--- src/rtl/cpu_types_pkg.sv ---
`default_nettype none
// ============================================================================
// Module   : cpu_types_pkg
// Brief    : Shared ALU opcode type, ALU BIST op order, polynomial and corners.
// Revision : 1.0 - initial release
// ============================================================================
package cpu_types_pkg;

   typedef enum logic [3:0] {
      ALU_SLL  = 4'd0,
      ALU_SRL  = 4'd1,
      ALU_ADD  = 4'd2,
      ALU_SUB  = 4'd3,
      ALU_AND  = 4'd4,
      ALU_OR   = 4'd5,
      ALU_XOR  = 4'd6,
      ALU_NOR  = 4'd7,
      ALU_SLT  = 4'd8,
      ALU_SLTU = 4'd9
   } aluop_t;

   localparam int C_NUM_OPS = 10;

   localparam aluop_t C_OP_TABLE [C_NUM_OPS] = '{
      ALU_SLL, ALU_SRL, ALU_ADD, ALU_SUB, ALU_AND,
      ALU_OR,  ALU_XOR, ALU_NOR, ALU_SLT, ALU_SLTU
   };

   // Shared by the operand LFSRs and the signature MISR
   localparam logic [31:0] C_POLY = 32'h8020_0003;

   localparam logic [31:0] C_CORNER_A [4] = '{32'h0000_0000, 32'hFFFF_FFFF,
                                              32'h7FFF_FFFF, 32'h8000_0000};
   localparam logic [31:0] C_CORNER_B [4] = '{32'h0000_0000, 32'h0000_0001,
                                              32'h0000_0001, 32'hFFFF_FFFF};

   function automatic logic [31:0] poly_step(input logic [31:0] v);
      return {v[30:0], 1'b0} ^ (v[31] ? C_POLY : 32'h0);
   endfunction

endpackage
`default_nettype wire

--- src/rtl/alu_if.sv ---
`default_nettype none
// ============================================================================
// Module   : alu_if
// Brief    : ALU operand/result bundle with tester and ALU views.
// Revision : 1.0 - initial release
// ============================================================================
interface alu_if;
   import cpu_types_pkg::*;

   logic [31:0] A;
   logic [31:0] B;
   aluop_t      aluop;
   logic [31:0] ALUout;
   logic        negative;
   logic        overflow;
   logic        zero;

   modport alu_tb (output A, B, aluop, input ALUout, negative, overflow, zero);
   modport alu    (input A, B, aluop, output ALUout, negative, overflow, zero);
endinterface
`default_nettype wire

--- src/rtl/lfsr32.sv ---
`default_nettype none
// ============================================================================
// Module   : lfsr32
// Brief    : 32-bit Galois LFSR with seed reload and single-step advance.
// Revision : 1.0 - initial release
// ============================================================================
module lfsr32
   import cpu_types_pkg::*;
#(
   parameter logic [31:0] SEED = 32'h1
) (
   input  logic        clk,
   input  logic        rst,
   input  logic        load,
   input  logic        advance,
   output logic [31:0] value
);

   always_ff @(posedge clk or posedge rst) begin
      if (rst)
         value <= SEED;
      else if (load)
         value <= SEED;
      else if (advance)
         value <= poly_step(value);
   end

endmodule
`default_nettype wire

--- src/rtl/alu_bist.sv ---
`default_nettype none
// ============================================================================
// Module   : alu_bist
// Brief    : ALU self-test: corner + LFSR operands for every op, MISR signature.
// Revision : 1.0 - initial release
// ============================================================================
module alu_bist
   import cpu_types_pkg::*;
#(
   parameter int          N_VECTORS = 64,
   parameter logic [31:0] SEED_A    = 32'h1,
   parameter logic [31:0] SEED_B    = 32'hACE1_2468
) (
   input  logic        clk,
   input  logic        rst,
   input  logic        start,
   input  logic [31:0] golden_sig,
   alu_if.alu_tb       aluif,
   output logic        busy,
   output logic        done,
   output logic        pass,
   output logic [31:0] signature
);

   localparam int             C_VW       = $clog2(N_VECTORS);
   localparam logic [C_VW-1:0] C_LAST_VEC = C_VW'(N_VECTORS - 1);
   localparam logic [3:0]     C_LAST_OP  = 4'(C_NUM_OPS - 1);

   typedef enum logic [1:0] {
      IDLE    = 2'd0,
      APPLY   = 2'd1,
      CAPTURE = 2'd2,
      DONE    = 2'd3
   } state_t;

   state_t          r_state;
   logic [3:0]      r_op;
   logic [C_VW-1:0] r_vec;
   logic [31:0]     r_a;
   logic [31:0]     r_b;
   aluop_t          r_aluop;
   logic [31:0]     r_golden;

   logic [31:0]     w_lfsr_a;
   logic [31:0]     w_lfsr_b;
   logic            w_accept;
   logic            w_last_vec;
   logic            w_last_op;
   logic            w_is_corner;
   logic            w_next_corner;
   logic [C_VW-1:0] w_next_vec;
   logic [3:0]      w_next_op;
   logic            w_lfsr_load;
   logic            w_lfsr_adv;
   logic [31:0]     w_data;

   assign w_accept      = start && (r_state == IDLE || r_state == DONE);
   assign w_last_vec    = (r_vec == C_LAST_VEC);
   assign w_last_op     = (r_op == C_LAST_OP);
   assign w_is_corner   = (32'(r_vec) < 32'd4);
   assign w_next_vec    = w_last_vec ? '0 : r_vec + 1'b1;
   assign w_next_op     = w_last_vec ? r_op + 4'd1 : r_op;
   assign w_next_corner = (32'(w_next_vec) < 32'd4);
   assign w_data        = aluif.ALUout ^ {29'b0, aluif.negative, aluif.overflow, aluif.zero};

   // Reload on every op change so each op sees the same random operand stream
   assign w_lfsr_load = w_accept || (r_state == CAPTURE && w_last_vec && !w_last_op);
   assign w_lfsr_adv  = (r_state == CAPTURE) && !w_is_corner;

   lfsr32 #(.SEED(SEED_A)) u_lfsr_a (
      .clk     (clk),
      .rst     (rst),
      .load    (w_lfsr_load),
      .advance (w_lfsr_adv),
      .value   (w_lfsr_a)
   );

   lfsr32 #(.SEED(SEED_B)) u_lfsr_b (
      .clk     (clk),
      .rst     (rst),
      .load    (w_lfsr_load),
      .advance (w_lfsr_adv),
      .value   (w_lfsr_b)
   );

   always_ff @(posedge clk or posedge rst) begin
      if (rst) begin
         r_state   <= IDLE;
         r_op      <= '0;
         r_vec     <= '0;
         r_a       <= '0;
         r_b       <= '0;
         r_aluop   <= ALU_SLL;
         r_golden  <= '0;
         busy      <= 1'b0;
         done      <= 1'b0;
         signature <= '0;
      end else begin
         case (r_state)
            IDLE, DONE: begin
               if (start) begin
                  r_state   <= APPLY;
                  r_op      <= '0;
                  r_vec     <= '0;
                  r_a       <= C_CORNER_A[0];
                  r_b       <= C_CORNER_B[0];
                  r_aluop   <= C_OP_TABLE[0];
                  r_golden  <= golden_sig;
                  busy      <= 1'b1;
                  done      <= 1'b0;
                  signature <= '0;
               end
            end
            APPLY: r_state <= CAPTURE;
            CAPTURE: begin
               signature <= poly_step(signature) ^ w_data;
               if (w_last_vec && w_last_op) begin
                  r_state <= DONE;
                  busy    <= 1'b0;
                  done    <= 1'b1;
               end else begin
                  r_state <= APPLY;
                  r_vec   <= w_next_vec;
                  r_op    <= w_next_op;
                  r_aluop <= C_OP_TABLE[w_next_op];
                  if (w_next_corner) begin
                     r_a <= C_CORNER_A[w_next_vec[1:0]];
                     r_b <= C_CORNER_B[w_next_vec[1:0]];
                  end else if (w_is_corner) begin
                     r_a <= w_lfsr_a;
                     r_b <= w_lfsr_b;
                  end else begin
                     // LFSRs step on this same edge; present the value they step to
                     r_a <= poly_step(w_lfsr_a);
                     r_b <= poly_step(w_lfsr_b);
                  end
               end
            end
            default: r_state <= IDLE;
         endcase
      end
   end

   assign aluif.A     = r_a;
   assign aluif.B     = r_b;
   assign aluif.aluop = r_aluop;
   assign pass        = done && (signature == r_golden);

endmodule
`default_nettype wire

--- src/flat_wrapper.sv ---
// flat-port wrapper written by rule: the top's interface ports become plain ports
module alu_bist_flat import cpu_types_pkg::*;
#(
   parameter int          N_VECTORS = 64,
   parameter logic [31:0] SEED_A    = 32'h1,
   parameter logic [31:0] SEED_B    = 32'hACE1_2468
)
  (clk, rst, start, golden_sig, busy, done, pass, signature, aluif_A, aluif_B, aluif_aluop, aluif_ALUout, aluif_negative, aluif_overflow, aluif_zero);
  alu_if aluif_i ();
  input  logic clk;
  input  logic rst;
  input  logic start;
  input  logic [31:0] golden_sig;
  output logic busy;
  output logic done;
  output logic pass;
  output logic [31:0] signature;
  output wire logic [$bits(aluif_i.A)-1:0] aluif_A;
  output wire logic [$bits(aluif_i.B)-1:0] aluif_B;
  output wire logic [$bits(aluif_i.aluop)-1:0] aluif_aluop;
  input wire logic [$bits(aluif_i.ALUout)-1:0] aluif_ALUout;
  input wire logic [$bits(aluif_i.negative)-1:0] aluif_negative;
  input wire logic [$bits(aluif_i.overflow)-1:0] aluif_overflow;
  input wire logic [$bits(aluif_i.zero)-1:0] aluif_zero;
  assign aluif_A = aluif_i.A;
  assign aluif_B = aluif_i.B;
  assign aluif_aluop = aluif_i.aluop;
  assign aluif_i.ALUout = aluif_ALUout;
  assign aluif_i.negative = aluif_negative;
  assign aluif_i.overflow = aluif_overflow;
  assign aluif_i.zero = aluif_zero;
  alu_bist #(.N_VECTORS(N_VECTORS), .SEED_A(SEED_A), .SEED_B(SEED_B)) u_core (.clk(clk), .rst(rst), .start(start), .golden_sig(golden_sig), .aluif(aluif_i), .busy(busy), .done(done), .pass(pass), .signature(signature));
endmodule
--- config.mk ---
export PLATFORM = sky130hd
export DESIGN_NAME = alu_bist_flat
export DESIGN_NICKNAME = d
export VERILOG_FILES = /design/src/rtl/cpu_types_pkg.sv /design/src/rtl/alu_if.sv /design/src/rtl/lfsr32.sv /design/src/rtl/alu_bist.sv /design/src/flat_wrapper.sv
export SDC_FILE = /design/constraint.sdc
export NUM_CORES = 1
export LEC_CHECK = 0
export CAP_MARGIN = 20
export CORE_ASPECT_RATIO = 2
export CORE_MARGIN = 10
export CORE_UTILIZATION = 53
export CTS_CLUSTER_SIZE = 14
export DETAILED_ROUTE_END_ITERATION = 10
export PLACE_DENSITY = 0.86
export SLEW_MARGIN = 20
export SYNTH_ARGS = -nofsm -noshare
export SYNTH_HDL_FRONTEND = slang
export SYNTH_SLANG_ARGS = --single-unit
--- constraint.sdc ---
create_clock -name clk -period 10.1 [get_ports clk]
set_input_delay 2.02 -clock clk [delete_from_list [all_inputs] [get_ports clk]]
set_output_delay 2.02 -clock clk [all_outputs]
set_load 0.005 [all_outputs]
After elaboration in Yosys (flattened, before gate mapping)
Memories as Yosys holds them, arrays and structs flattened. Cells that the tools add are included. W data, S select, Z words.

Add/sub/neg operators: 2. $lt $le $gt $ge: 4. Equal/unequal tests: 9. Muxes and demuxes: 44. Bitwise logic cells: 7. Reductions and logical operators: 18.

Operator list (count): $mux W32 (18); $pmux W32 S2 (3); $bmux W32 S2 (2); $xor A32 B32 Y32 (4); $eq A32 B32 Y1 (1); $xor A32 B3 Y32 (1); $mux W4 (6); $mux W6 (3); $pmux W4 S2 (2); $lt A6 B3 Y1 const B (2); $pmux W6 S2 (1); $add A6 B1 Y6 const B (1); $eq A6 B6 Y1 const B (1); $logic_and A1 B1 Y1 (6); $ne A2 B2 Y1 const B (3); $pmux W2 S3 (1); $reduce_and A3 Y1 (2); $ge A5 B5 Y1 const B (1); $not A4 Y5 (1); $add A4 B1 Y4 const B (1); $eq A2 B2 Y1 const B (2); $eq A4 B4 Y1 const B (1); $mux W1 (4); $mux W2 (2); 10 further kinds (15).

Flip-flop bits (word level): 210. Bits in read-only memories: 64. Input bits: 70. Output and inout port bits: 103. Logic and storage cells: 97. Memories kept: 1.

Memories: (name not given) (depth 16, width 4, read ports 1, clocked after memory_dff 0, write ports 0, RTL line alu_bist.sv:125) `r_aluop <= C_OP_TABLE[w_next_op];`.

Longest topological paths before layout
Word-level depth: 9. Gate-level depth with buffers: 9. Mapped depth without buffers: 6.

Cells and area by module
From an unflattened synthesis, not the netlist that was laid out.

Cells, all modules: 917. Area total of the unflattened synthesis: 10212.3 µm².

Modules (own cells, without submodules): alu_bist (times used 1, cells each 702, area an instance 7468.4 µm², sequential area each 3603.5 µm²); lfsr32 at u_core.u_lfsr_a (times used 1, cells each 107, area an instance 1375.1 µm², sequential area each 802.0 µm²); lfsr32 at u_core.u_lfsr_b (times used 1, cells each 108, area an instance 1368.8 µm², sequential area each 817.0 µm²).

Least setup slack after synthesis
No wires, ideal clock.

Kind: reg2out. Start point: register u_core.signature[31]. End point: output pass. Data arrival time: 1259 ps. Required time: 8080 ps. Path slack: 6821 ps. Cell stages (with the launch flop): 6. Buffers on the path: 1. Path through: dfrtp_1 > clkbuf_1 > xor2_1 > nor4_1 > nand4_1 > nor3_1.

Longest elaborated chain between the ends: 2.

RTL lines: start, declared (RTL line alu_bist.sv:22) `output logic [31:0] signature`; start signal, assigned (RTL line alu_bist.sv:116) `signature <= poly_step(signature) ^ w_data;`; $eq A32 B32 Y1 (RTL line alu_bist.sv:147) `assign pass = done && (signature == r_golden);`; $logic_and A1 B1 Y1 (RTL line alu_bist.sv:147); end, declared (RTL line flat_wrapper.sv:16) `output logic pass;`.

Every way passes these cells.

Worst setup path after layout
Start point: register u_core.signature[13]. End point: output pass.

The elaborated chain is that of the path after synthesis.

==> results.sh <==
export IMPL_outcome="finished, final reports clean"
export IMPL_syn_avg_cell_area_um2=10.5
export IMPL_yosys_area_share_simple_pct=11.8
export IMPL_synth_compound_area_share_pct=14.2
export IMPL_cts_tree="done"
export IMPL_layout_commonest_cell="nand2_1"
export IMPL_grt_max_degree=130
export IMPL_synth_warnings=0
export IMPL_fin_util_pct=66.2
export IMPL_syn_instance_count=960
export IMPL_critPathMaxStageDelay_ps=610
export IMPL_crit_path_top_delay_cell="nor4_1"
export IMPL_routed_via_density=5.76
export IMPL_cts_root_buffer="clkbuf_16"
export IMPL_place_gp_congestion=0.843
export IMPL_grt_pass1_wl_um=43400
export IMPL_ys_seq_area_share_pct=51.9
export IMPL_cts_setup_buffers=0
export IMPL_ys_ff_latch=208
export IMPL_design_die_area_um2=25200
export IMPL_cp_arrival_ps=2630
export IMPL_grt_usage_pct=20.6
export IMPL_firstDrtPassIters=5
export IMPL_maxSlewViolCount=0
export IMPL_io_buffers=172
export IMPL_synth_area_leaders="dfrtp_1 (48%), nand2_1 (8.6%), mux2i_1 (5.9%), o221ai_1 (4.2%), mux2_2 (4.0%)"
export IMPL_post_route_min_period_ps=4650
export IMPL_total_power_w=0.00304
export IMPL_syn_area_um2=10100
export IMPL_final_layout_size_suffix_gt1_share_pct=10.1
export IMPL_drcViolationCount=0
export IMPL_grt_pass1_vias=8047
export IMPL_die_h_um=215
export IMPL_leakage_nw=5.12
export IMPL_antenna_cells=0
export IMPL_synthFlopType="dfrtp_1"
export IMPL_avgRoutedWirePerCell_um=19.8
export IMPL_areaGrowthSynthToFinish_pct=23.2
export IMPL_setup_violations=0
export IMPL_grt_overflow=0
export IMPL_max_slew_margin_rel_pct=30.6
export IMPL_ant_nets=0
export IMPL_antenna_found_initial=0
export IMPL_critPathKind="reg -> out"
export IMPL_synthDistinctLibCells=48
export IMPL_fin_skew_ps=15.5
export IMPL_final_hold_violation_count=0
export IMPL_hold_buffers=0
export IMPL_required_ps=8080
export IMPL_post_cts_resized=0
export IMPL_cts_htree_levels=1
export IMPL_die_x_um=117
export IMPL_pin_count=173
export IMPL_synth_top_family_by_area="compound AO/OA/AOI/OAI gates"
export IMPL_power_density_nw_per_um2=245
export IMPL_cp_end_kind="primary output"
export IMPL_crit_fanout=4
export IMPL_pre_cts_slack_ps=5700
export IMPL_clk_latency_ps=500
export IMPL_clkTransAtPathRegs_ps=60
export IMPL_fin_crit_sh_pct=46.0
export IMPL_synth_adder_area_share_pct=0.994
export IMPL_fin_nets=1164
export IMPL_rows=71
export IMPL_timing_hold_ws_ps=488
export IMPL_synth_top_area_share_pct=48.2
export IMPL_cts_sinks=208
export IMPL_design_core_area_um2=18700
export IMPL_hold_path_class="reg -> reg"
export IMPL_crit_chain="xor2_1 -> nor4_1 -> nand4_1 -> nor3_1 -> clkdlybuf4s50_1"
export IMPL_numCtsBuffers=19
export IMPL_fin_ws_ps=5450
export IMPL_drt_iter0_markers=591
export IMPL_drv_cap=0
export IMPL_ir_drop_v=0.000189
export IMPL_clock_fmax_mhz=215
export IMPL_setup_tns_ps=0
export IMPL_cts_path_max_buffers=3
export IMPL_hpwl_um=18000
export IMPL_synth_edf_count=0
export IMPL_worstSetupStartpointType="register"
export IMPL_worstMarginPinSlew_ps=1030
export IMPL_synth_top_cell_by_area="dfrtp_1"
export IMPL_start_util_pct=53.7
export IMPL_wl_um=26700
export IMPL_async_flop_share_pct=100
export IMPL_synth_xor_area_share_pct=6.87
export IMPL_layout_common_cells="nand2_1 (229), dfrtp_1 (194), clkdlybuf4s50_1 (172), a21oi_1 (62), mux2i_1 (58)"
export IMPL_via_count=7775
export IMPL_syn_num_nets=1038
export IMPL_rsz0062_at_grt="no"
export IMPL_synth_mux_area_share_pct=9.89
critical path: cells and delay by family, from the launching register on:
kind,cells,cell delay (ps)
AND/OR/NAND/NOR,3,1010
XOR/XNOR,1,180
buffers and inverters,1,540
flip-flops,1,420
final timing paths:
check | startpoint | slack, ps | endpoint | depth (start not counted)
max | u_core.signature[13] | 5450 | pass | 5
min | u_core.aluif.B[22] | 490 | u_core.aluif.B[22] | 2
min reg2reg | u_core.aluif.B[22] | 490 | u_core.aluif.B[22] | 2
max in group asynchronous | rst | 6420 | u_core.aluif.A[9] | 3
max reg2reg | u_core.r_state[0] | 6130 | u_core.aluif.A[9] | 7
min in group asynchronous | rst | 2120 | u_core.r_golden[23] | 2
flip-flops by register name (all words and copies together), names as in the netlist:
name and cells:
u_core.aluif.A 32, u_core.u_lfsr_a.value 32, u_core.r_vec 6, u_core.aluif.aluop 3
u_core.u_lfsr_b.value 32, u_core.done 1, u_core.signature 32, u_core.r_op 3
u_core.busy 1, u_core.r_state 2, u_core.aluif.B 32, u_core.r_golden 32
power by group:
group / total (W) / internal (W) / switching [W]
logic: 0.00116 / 0.000547 / 0.000618
clock network: 0.000655 / 0.000353 / 0.000302
registers: 0.00122 / 0.00104 / 0.000181
per-layer routing:
metal	wire, µm	share of wire (%)	GRT usage (%)	up-vias
met2	14800	55	38.1	251
li1	-	-	-	3616
met1	9950	37	23.5	3869
met3	1330	5.0	3.02	39
met4	685	2.6	7.04	0
met5	0	0	0	-
cell usage after synthesis, types with 2 or more instances:
library cell and instances:
o221ai_2 12, ha_1 8, mux2_2 36, xnor2_1 40, o21ai_0 16, dfrtp_1 194, o21ai_1 2, clkbuf_1 45
nor4_1 8, and3_1 2, dfstp_2 14, buf_4 6, nor2_1 9, or4_1 2, nor3_1 7, inv_1 8
o21a_1 3, a22o_1 3, o221ai_1 48, buf_2 17, a21oi_1 62, o31ai_1 32, nand3_1 21, o211ai_1 6
nand4_1 2, buf_6 9, nand2_1 230, xor2_1 39, a21o_1 2, mux2i_1 59
stage by stage:
| stage | area (µm²) | instances |
|---|---|---|
| global route | 12400 | 1349 |
| floorplan | 10100 | 960 |
| CTS | 12400 | 1349 |
| global placement | 11800 | 1319 |
| detailed placement | 11900 | 1320 |
| finish | 12400 | 1349 |
cell type report:
| cell class | count | area, µm² |
|---|---|---|
| fill | 1487 | 6340 |
| tap | 255 | 319 |
| clock buffer | 25 | 508 |
| timing repair buffer | 183 | 1820 |
| sequential | 208 | 5220 |
| multi-input combinational | 666 | 4470 |
| clock inverter | 4 | 26.3 |
| inverter | 8 | 37.5 |
kinds of logic (layout without fill, tap and decap cells):
kind of cell | Yosys count | count (layout)
AOI/OAI and AO/OA | 195 | 195
buffers and inverters | 86 | 220
DFF | 208 | 208
adders and majority gates | 8 | 8
muxes | 95 | 95
and+or+nand+nor | 289 | 289
xor gates and xnor gates | 79 | 79
(Power assumes the default switching activity.)
